File: src/rtl/sys_arr_result_collector_pkg.sv
`default_nettype none
// ============================================================================
// Module      : sys_arr_result_collector_pkg
// Description : Shared width constant and helpers for the result collector.
// Revision    : 1.0 - initial release
// ============================================================================
package sys_arr_result_collector_pkg;

    localparam int SUM_W = 16;

    // Ceiling log2; returns 0 for values of 0 or 1.
    function automatic int clog2(input int value);
        int r;
        r = 0;
        for (int k = 0; k < 31; k++) begin
            if ((1 << r) < value) begin
                r = r + 1;
            end
        end
        return r;
    endfunction

    // Bit offset of column j inside a packed row of w-bit columns.
    function automatic int col_offset(input int j, input int w);
        return j * w;
    endfunction

endpackage
`default_nettype wire

File: src/rtl/sys_arr_col_delay.sv
`default_nettype none
// ============================================================================
// Module      : sys_arr_col_delay
// Description : DEPTH-stage {valid, data} register pipe; DEPTH=0 passes through.
// Revision    : 1.0 - initial release
// ============================================================================
module sys_arr_col_delay #(
    parameter int DEPTH = 1,
    parameter int W     = 16
) (
    input  logic         clock,
    input  logic         reset,
    input  logic         valid_i,
    input  logic [W-1:0] data_i,
    output logic         valid_o,
    output logic [W-1:0] data_o
);

    generate
        if (DEPTH == 0) begin : g_wire
            logic w_unused_clk_rst;
            assign w_unused_clk_rst = clock ^ reset;
            assign valid_o          = valid_i;
            assign data_o           = data_i;
        end else begin : g_pipe
            logic [DEPTH-1:0] vld_q;
            logic [W-1:0]     dat_q [DEPTH];

            always_ff @(posedge clock) begin
                if (reset) begin
                    vld_q <= '0;
                    for (int i = 0; i < DEPTH; i++) begin
                        dat_q[i] <= '0;
                    end
                end else begin
                    vld_q[0] <= valid_i;
                    dat_q[0] <= data_i;
                    for (int i = 1; i < DEPTH; i++) begin
                        vld_q[i] <= vld_q[i-1];
                        dat_q[i] <= dat_q[i-1];
                    end
                end
            end

            assign valid_o = vld_q[DEPTH-1];
            assign data_o  = dat_q[DEPTH-1];
        end
    endgenerate

endmodule
`default_nettype wire

File: src/rtl/sys_arr_result_collector.sv
`default_nettype none
// ============================================================================
// Module      : sys_arr_result_collector
// Description : Deskews systolic bottom-row results, packs rows, buffers them.
// Revision    : 1.0 - initial release
// ============================================================================
module sys_arr_result_collector
    import sys_arr_result_collector_pkg::*;
#(
    parameter int WIDTH_HEIGHT = 2,
    parameter int SUM_W        = sys_arr_result_collector_pkg::SUM_W,
    parameter int FIFO_DEPTH   = 4,
    parameter int ROWS         = 2
) (
    input  logic                                                  clock,
    input  logic                                                  reset,
    input  logic [SUM_W*WIDTH_HEIGHT-1:0]                         maccout,
    input  logic [WIDTH_HEIGHT-1:0]                               activeout,
    output logic                                                  out_valid,
    input  logic                                                  out_ready,
    output logic [SUM_W*WIDTH_HEIGHT-1:0]                         out_data,
    output logic [((clog2(ROWS) < 1) ? 1 : clog2(ROWS))-1:0]      row_idx,
    output logic                                                  out_last,
    output logic                                                  overflow,
    output logic                                                  skew_err,
    output logic [clog2(FIFO_DEPTH):0]                            fill
);

    localparam int DW = SUM_W * WIDTH_HEIGHT;
    localparam int RW = (clog2(ROWS) < 1) ? 1 : clog2(ROWS);
    localparam int AW = clog2(FIFO_DEPTH);
    localparam int FW = AW + 1;

    logic [WIDTH_HEIGHT-1:0] w_dly_valid;
    logic [DW-1:0]           w_dly_data;

    // Column j waits WIDTH_HEIGHT-1-j cycles so every column lines up with the last one.
    generate
        for (genvar j = 0; j < WIDTH_HEIGHT; j++) begin : g_col
            sys_arr_col_delay #(
                .DEPTH (WIDTH_HEIGHT - 1 - j),
                .W     (SUM_W)
            ) u_dly (
                .clock   (clock),
                .reset   (reset),
                .valid_i (activeout[j]),
                .data_i  (maccout[col_offset(j, SUM_W) +: SUM_W]),
                .valid_o (w_dly_valid[j]),
                .data_o  (w_dly_data[col_offset(j, SUM_W) +: SUM_W])
            );
        end
    endgenerate

    logic [DW-1:0]  mem_q [FIFO_DEPTH];
    logic [RW-1:0]  tag_q [FIFO_DEPTH];
    logic [AW-1:0]  wr_ptr_q;
    logic [AW-1:0]  rd_ptr_q;
    logic [FW-1:0]  fill_q;
    logic [FW-1:0]  fill_d;
    logic [RW-1:0]  row_cnt_q;
    logic [RW-1:0]  row_cnt_d;
    logic           overflow_q;
    logic           skew_err_q;

    logic w_all_valid;
    logic w_skew;
    logic w_full;
    logic w_pop;
    logic w_push;
    logic w_drop;

    assign w_all_valid = &w_dly_valid;
    assign w_skew      = (|w_dly_valid) & ~w_all_valid;
    assign w_full      = (fill_q == FW'(FIFO_DEPTH));
    assign w_pop       = (fill_q != '0) && out_ready;
    // A full FIFO still takes a row when the head leaves in the same cycle.
    assign w_push      = w_all_valid && (!w_full || w_pop);
    assign w_drop      = w_all_valid && w_full && !w_pop;

    always_comb begin
        fill_d    = fill_q;
        row_cnt_d = row_cnt_q;
        if (w_push && !w_pop) begin
            fill_d = fill_q + FW'(1);
        end else if (w_pop && !w_push) begin
            fill_d = fill_q - FW'(1);
        end
        if (w_push) begin
            row_cnt_d = (row_cnt_q == RW'(ROWS - 1)) ? '0 : row_cnt_q + RW'(1);
        end
    end

    always_ff @(posedge clock) begin
        if (reset) begin
            wr_ptr_q   <= '0;
            rd_ptr_q   <= '0;
            fill_q     <= '0;
            row_cnt_q  <= '0;
            overflow_q <= 1'b0;
            skew_err_q <= 1'b0;
        end else begin
            if (w_push) begin
                mem_q[wr_ptr_q] <= w_dly_data;
                tag_q[wr_ptr_q] <= row_cnt_q;
                wr_ptr_q        <= wr_ptr_q + AW'(1);
            end
            if (w_pop) begin
                rd_ptr_q <= rd_ptr_q + AW'(1);
            end
            fill_q    <= fill_d;
            row_cnt_q <= row_cnt_d;
            if (w_drop) begin
                overflow_q <= 1'b1;
            end
            if (w_skew) begin
                skew_err_q <= 1'b1;
            end
        end
    end

    // Head entry is gated so an empty FIFO presents zeros rather than stale data.
    assign out_valid = (fill_q != '0);
    assign out_data  = out_valid ? mem_q[rd_ptr_q] : '0;
    assign row_idx   = out_valid ? tag_q[rd_ptr_q] : '0;
    assign out_last  = (row_idx == RW'(ROWS - 1));
    assign overflow  = overflow_q;
    assign skew_err  = skew_err_q;
    assign fill      = fill_q;

endmodule
`default_nettype wire
File: config.mk
export PLATFORM = sky130hd
export DESIGN_NAME = sys_arr_result_collector
export DESIGN_NICKNAME = d
export VERILOG_FILES = /design/src/rtl/sys_arr_result_collector_pkg.sv /design/src/rtl/sys_arr_col_delay.sv /design/src/rtl/sys_arr_result_collector.sv
export SDC_FILE = /design/constraint.sdc
export NUM_CORES = 1
export LEC_CHECK = 0
export CELL_PAD_IN_SITES_DETAIL_PLACEMENT = 0
export CELL_PAD_IN_SITES_GLOBAL_PLACEMENT = 1
export CORE_MARGIN = 8
export CORE_UTILIZATION = 47
export CTS_CLUSTER_DIAMETER = 80
export DETAILED_ROUTE_END_ITERATION = 10
export PLACE_DENSITY_LB_ADDON = 0.05
export SYNTH_ARGS = -nofsm -noshare
export SYNTH_HDL_FRONTEND = slang
export SYNTH_SLANG_ARGS = --single-unit
File: constraint.sdc
create_clock -name clock -period 5.7 [get_ports clock]
set_input_delay 1.14 -clock clock [delete_from_list [all_inputs] [get_ports clock]]
set_output_delay 1.14 -clock clock [all_outputs]
set_load 0.01 [all_outputs]
After elaboration in Yosys (flattened, before gate mapping)
Memories as Yosys holds them, arrays and structs flattened. A register that Yosys moved wholly into a read port is not among the register bits.
Index checks and enable logic that the tools add are counted.
Operators by class
  add/subtract/negate cells: 5
  eq/ne operators: 1
  multiplexer cells: 17
  bitwise operators: 2
  reduce and logical (&&, ||, !) cells: 15
Operators by type and width (number)
  32-bit 2-to-1 mux: 1
  16-bit 2-to-1 mux: 1
  16-bit OR reduction: 1
  1-bit 2-to-1 mux: 9
  2-bit 2-to-1 mux: 4
  1-bit logical AND: 6
  3-bit 2-to-1 mux: 2
  2-bit by 1-bit adder with 2-bit output, second input constant: 2
  3-bit by 1-bit adder with 3-bit output, second input constant: 1
  3-bit equality test, second input constant: 1
  1-bit logical NOT: 3
  3-bit nonzero test: 1
  3-bit by 1-bit subtractor with 3-bit output, second input constant: 1
  2-bit AND reduction: 1
  2-bit nonzero test: 1
  2-bit OR reduction: 1
  1-bit adder, second input constant: 1
  1-bit bitwise AND: 1
  1-bit logical OR: 1
  1-bit NOT: 1
Word-level totals
  register bits after elaboration: 11
  bits in writable memories: 148
  bits of input ports: 37
  output and inout bits: 40
  logic and storage cells: 50
  memories kept: 3
Memories
  mem_q: words 4, bits a word 32, rd ports 1, clocked after Yosys merged registers in 1, write ports 1, RTL line sys_arr_result_collector.sv:54  | logic [DW-1:0] mem_q [FIFO_DEPTH];
  g_col[0].u_dly.g_pipe.dat_q: words 1, bits a word 16, rd ports 1, clocked after Yosys merged registers in 0, write ports 1, RTL line sys_arr_col_delay.sv:27  | logic [W-1:0] dat_q [DEPTH];
  tag_q: words 4, bits a word 1, rd ports 1, clocked after Yosys merged registers in 1, write ports 1, RTL line sys_arr_result_collector.sv:55  | logic [RW-1:0] tag_q [FIFO_DEPTH];

Depth between registers and ports, before layout
  depth after elaboration: 8
  mapped depth: 9

Hierarchy
A second synthesis with hierarchy kept.
Second synthesis, totals
  cells, all modules: 324
  area total of the unflattened synthesis: 6206.0 sq um
Modules (own cells, without submodules)
  sys_arr_result_collector: instances 1, cells an instance 272, area an instance 5602.9 sq um
  sys_arr_col_delay at g_col[0].u_dly: instances 1, cells an instance 35, area an instance 475.5 sq um
  sys_arr_col_delay at g_col[1].u_dly: instances 1, cells an instance 17, area an instance 127.6 sq um

Worst setup path before layout
OpenSTA, ideal clock, no wires.
  kind: input -> register
  start: input reset
  end: memory mem_q[1][0] (netlist name) (enable)
  arrival time: 3.980 ns
  path slack: 1.249 ns
  stages: 3
  buffers on the path: 2
  cells stage by stage: clkbuf_1 -> clkbuf_1 -> nor3b_1
Between the ends
  longest elaborated chain between the ends: 2
RTL lines
  start: declaration: RTL line sys_arr_result_collector.sv:16  | input logic reset,
  1-bit 2-to-1 mux: RTL line sys_arr_result_collector.sv:94  | if (reset) begin
  1-bit 2-to-1 mux (not written as such): RTL line sys_arr_result_collector.sv:103  | mem_q[wr_ptr_q] <= w_dly_data;
  end: declaration: RTL line sys_arr_result_collector.sv:54
Every way passes these cells.

==> reports/qor.yml <==
synth.area.top_cells: "sky130_fd_sc_hd__edfxtp_1 65%, sky130_fd_sc_hd__mux4_2 12%, sky130_fd_sc_hd__dfxtp_1 9.6%, sky130_fd_sc_hd__nor2b_1 5.3%, sky130_fd_sc_hd__ha_1 1.2%"
detailedRoute.firstIterationViolations: 188
antenna_cells_inserted: 0
yosys_warnings: 0
antenna_violations_before_repair: 0
worst-setup-path-type: "reg -> out"
cts.htree.levels: 4
cp-start-kind: "flip-flop"
synthFlopType: "sky130_fd_sc_hd__edfxtp_1"
synth_top_cell_by_area: "sky130_fd_sc_hd__edfxtp_1"
die_w_um: 129.5
place_congestion: 0.7000
hp-class: "reg -> reg"
cp-end-kind: "output port"
layout-drive-gt1-share_pct: 19.27
ys_async_sr_fraction_pct: 0
tritoncts_clock_tree: "yes"
holdPathEnd: "mem_q[2][10]"
clock_path_buffers: 2
core_area_um2: 12620
rsz_0062_raised_after_global_routing: "false"
drc_violations_left: 0
worst_clock_skew_ps: 7.215
total_leakage_power_nw: 2.486
final-max-slew-violation-count: 0
regToRegStartpoint: "fill[0]"
vias_per_cell: 5.027
post-dp-hpwl_mm: 6.553
finalHoldWorstSlack_ps: 468.1
finish.instance_area_um2: 7609
first_pass_iters: 4
min_period_over_period_pct: 70.96
rr_worst_depth: 9
rows: 41
cts_made_buffers: 17
pre_cts_ws_ps: 1993
placedInstanceArea_um2: 7039
dieArea_um2: 16780
synth_cells: 308
setup_violations: 0
outcome: "completed"
first_global_vias: 3067
worst_hold_path.num_cells: 0
max_freq_mhz: 247.2
holdCritStartpoint: "g_col[0].u_dly.g_pipe.dat_q[0][10]"
final_net_count: 441
grt_start_max_net_pins: 35
cts_post_setup_buffers_inserted: 0
drt.antenna.violating_nets: 0
initial_utilization_pct: 48.00
yosys_register_bits: 161
netlist_area_um2: 6057
period_needed_ps: 4045
total_via_count_after_detailed_routing: 2926
areal_power_density_over_the_cells_nw_per_um2: 443.0
finalNonFillerCells: 582
finalHoldViolCount: 0
crit_fanout: 21
slew_headroom_pct: 38.37
numPortBuffers: 76
critPathArrivalTime_ps: 2900
most-common-layout-cells: "132 x sky130_fd_sc_hd__edfxtp_1, 76 x sky130_fd_sc_hd__clkdlybuf4s50_1, 51 x sky130_fd_sc_hd__nor2b_1"
routedWlPerCell_um: 18.31
total_number_of_clock_tree_sinks: 161
timing.setup.tns_ps: 0
peakVddDrop_uv: 216.6
clk_transition_reported_paths_ps: 50
synth_cell_type_count: 26
io_pins: 77
synth-seq-area-share_pct: 75.03
worst_slack_ps: 1655
cts_resized: 0
critPathRequiredTime_ps: 4560
syn-mean-instance-area_um2: 19.67
synth_top_area_share_pct: 65.44
placed_cells_incl_taps: 550
layout_commonest_cell: "sky130_fd_sc_hd__edfxtp_1"
wl_mm: 10.66
cts-hold-fix-buffers: 0
synth_fp_nets: 352
synthToLayoutAreaGrowth_pct: 25.61
chip_height_um: 129.5
grt_overflow_total: 0
clk_latency_ps: 410
grtUsageTotal_pct: 13.42
r2r_end: "fill[2]"
synth_enable_flop_cells: 132
reg2reg_slack_ps: 3320
grt_pass1_wl_mm: 16.33
maxCapViolCount: 0
clock_tree.root_cell: "sky130_fd_sc_hd__clkbuf_16"
worst-slew-pin-transition_ps: 924.5
==> per-stage QoR <==
| step | utilization, % | power [mW] |
|---|---|---|
| floorplan | - | 1.877 |
| global placement | 55.78 | 2.342 |
| detailed placement | 55.78 | 2.352 |
| CTS | 60.29 | 3.429 |
| global route | 60.29 | 3.521 |
| finish | 60.29 | 3.371 |
==> worst max-delay path, cell delays in order (launching register included) <==
cell	delay, ps
sky130_fd_sc_hd__dfxtp_2	860
sky130_fd_sc_hd__buf_4	420
sky130_fd_sc_hd__mux4_2	550
sky130_fd_sc_hd__nor2b_1	140
sky130_fd_sc_hd__clkdlybuf4s50_1	510
==> final cells by class <==
class	count	area, µm²
sequential	161	4547
multi-input combinational	126	1423
fill	978	5011
timing repair buffer	86	835.8
tap	172	215.2
clock inverter	6	80.08
inverter	5	18.77
clock buffer	26	489.2
==> worst max-delay path by stage <==
stage                        end  slack (ps)  depth (start not counted)
finish              out_data[26]        1660                          4
global route        out_data[26]        1400                          4
CTS                 out_data[26]        1550                          4
detailed placement  out_data[26]        1990                          4
global placement    out_data[26]        2000                          4
floorplan            mem_q[1][0]        1250                          3
==> power breakdown <==
part	internal (mW)	switching, mW	total [mW]	leakage [nW]
combinational	0.522	0.384	0.906	0.773
sequential	1.31	0.0832	1.39	1.44
clock	0.676	0.398	1.07	0.274
==> layer usage <==
layer	share of wire (%)	track usage, %	vias to the layer above	wire length, µm
li1	-	-	1353	-
met1	43	15.63	1476	4562
met2	49	21.63	81	5183
met3	6.7	4.848	16	714
met4	1.8	6.694	0	196
met5	0	0	-	0
==> synthesized netlist by cell type, types with 2 or more instances <==
| master | number |
|---|---|
| sky130_fd_sc_hd__mux4_2 | 33 |
| sky130_fd_sc_hd__a21oi_1 | 3 |
| sky130_fd_sc_hd__o21ai_0 | 2 |
| sky130_fd_sc_hd__mux2_4 | 2 |
| sky130_fd_sc_hd__nor2b_1 | 51 |
| sky130_fd_sc_hd__clkbuf_1 | 8 |
| sky130_fd_sc_hd__mux2i_1 | 2 |
| sky130_fd_sc_hd__inv_1 | 4 |
| sky130_fd_sc_hd__nand2b_1 | 2 |
| sky130_fd_sc_hd__nor3b_1 | 4 |
| sky130_fd_sc_hd__or3_1 | 2 |
| sky130_fd_sc_hd__buf_6 | 4 |
| sky130_fd_sc_hd__xor2_1 | 3 |
| sky130_fd_sc_hd__ha_1 | 6 |
| sky130_fd_sc_hd__edfxtp_1 | 132 |
| sky130_fd_sc_hd__dfxtp_1 | 29 |
| sky130_fd_sc_hd__buf_2 | 3 |
| sky130_fd_sc_hd__nor2_1 | 10 |
==> registers in the layout, indices dropped and copies added, names as in the netlist, named ones only <==
name                      cells
wr_ptr_q                      2
g_col.u_dly.valid_o           1
mem_q                       128
overflow                      1
rd_ptr_q                      2
tag_q                         4
row_cnt_q                     1
fill                          3
skew_err                      1
g_col.u_dly.g_pipe.dat_q     16
==> kinds of logic (layout without fill, tap and decap cells) <==
logic type               after synthesis  count (layout)  synth area share (%)
AO/OA/AOI/OAI                          6               6                0.5371
XOR/XNOR                               3               3                0.4339
buffers and inverters                 21             123                 1.921
flip-flops                           161             161                 75.03
multiplexers                          37              37                 13.10
adder cells (fa/ha/maj)                7               7                 1.570
AND/OR/NAND/NOR                       73              73                 7.416
No activity file was read; power rests on OpenSTA's default activity.
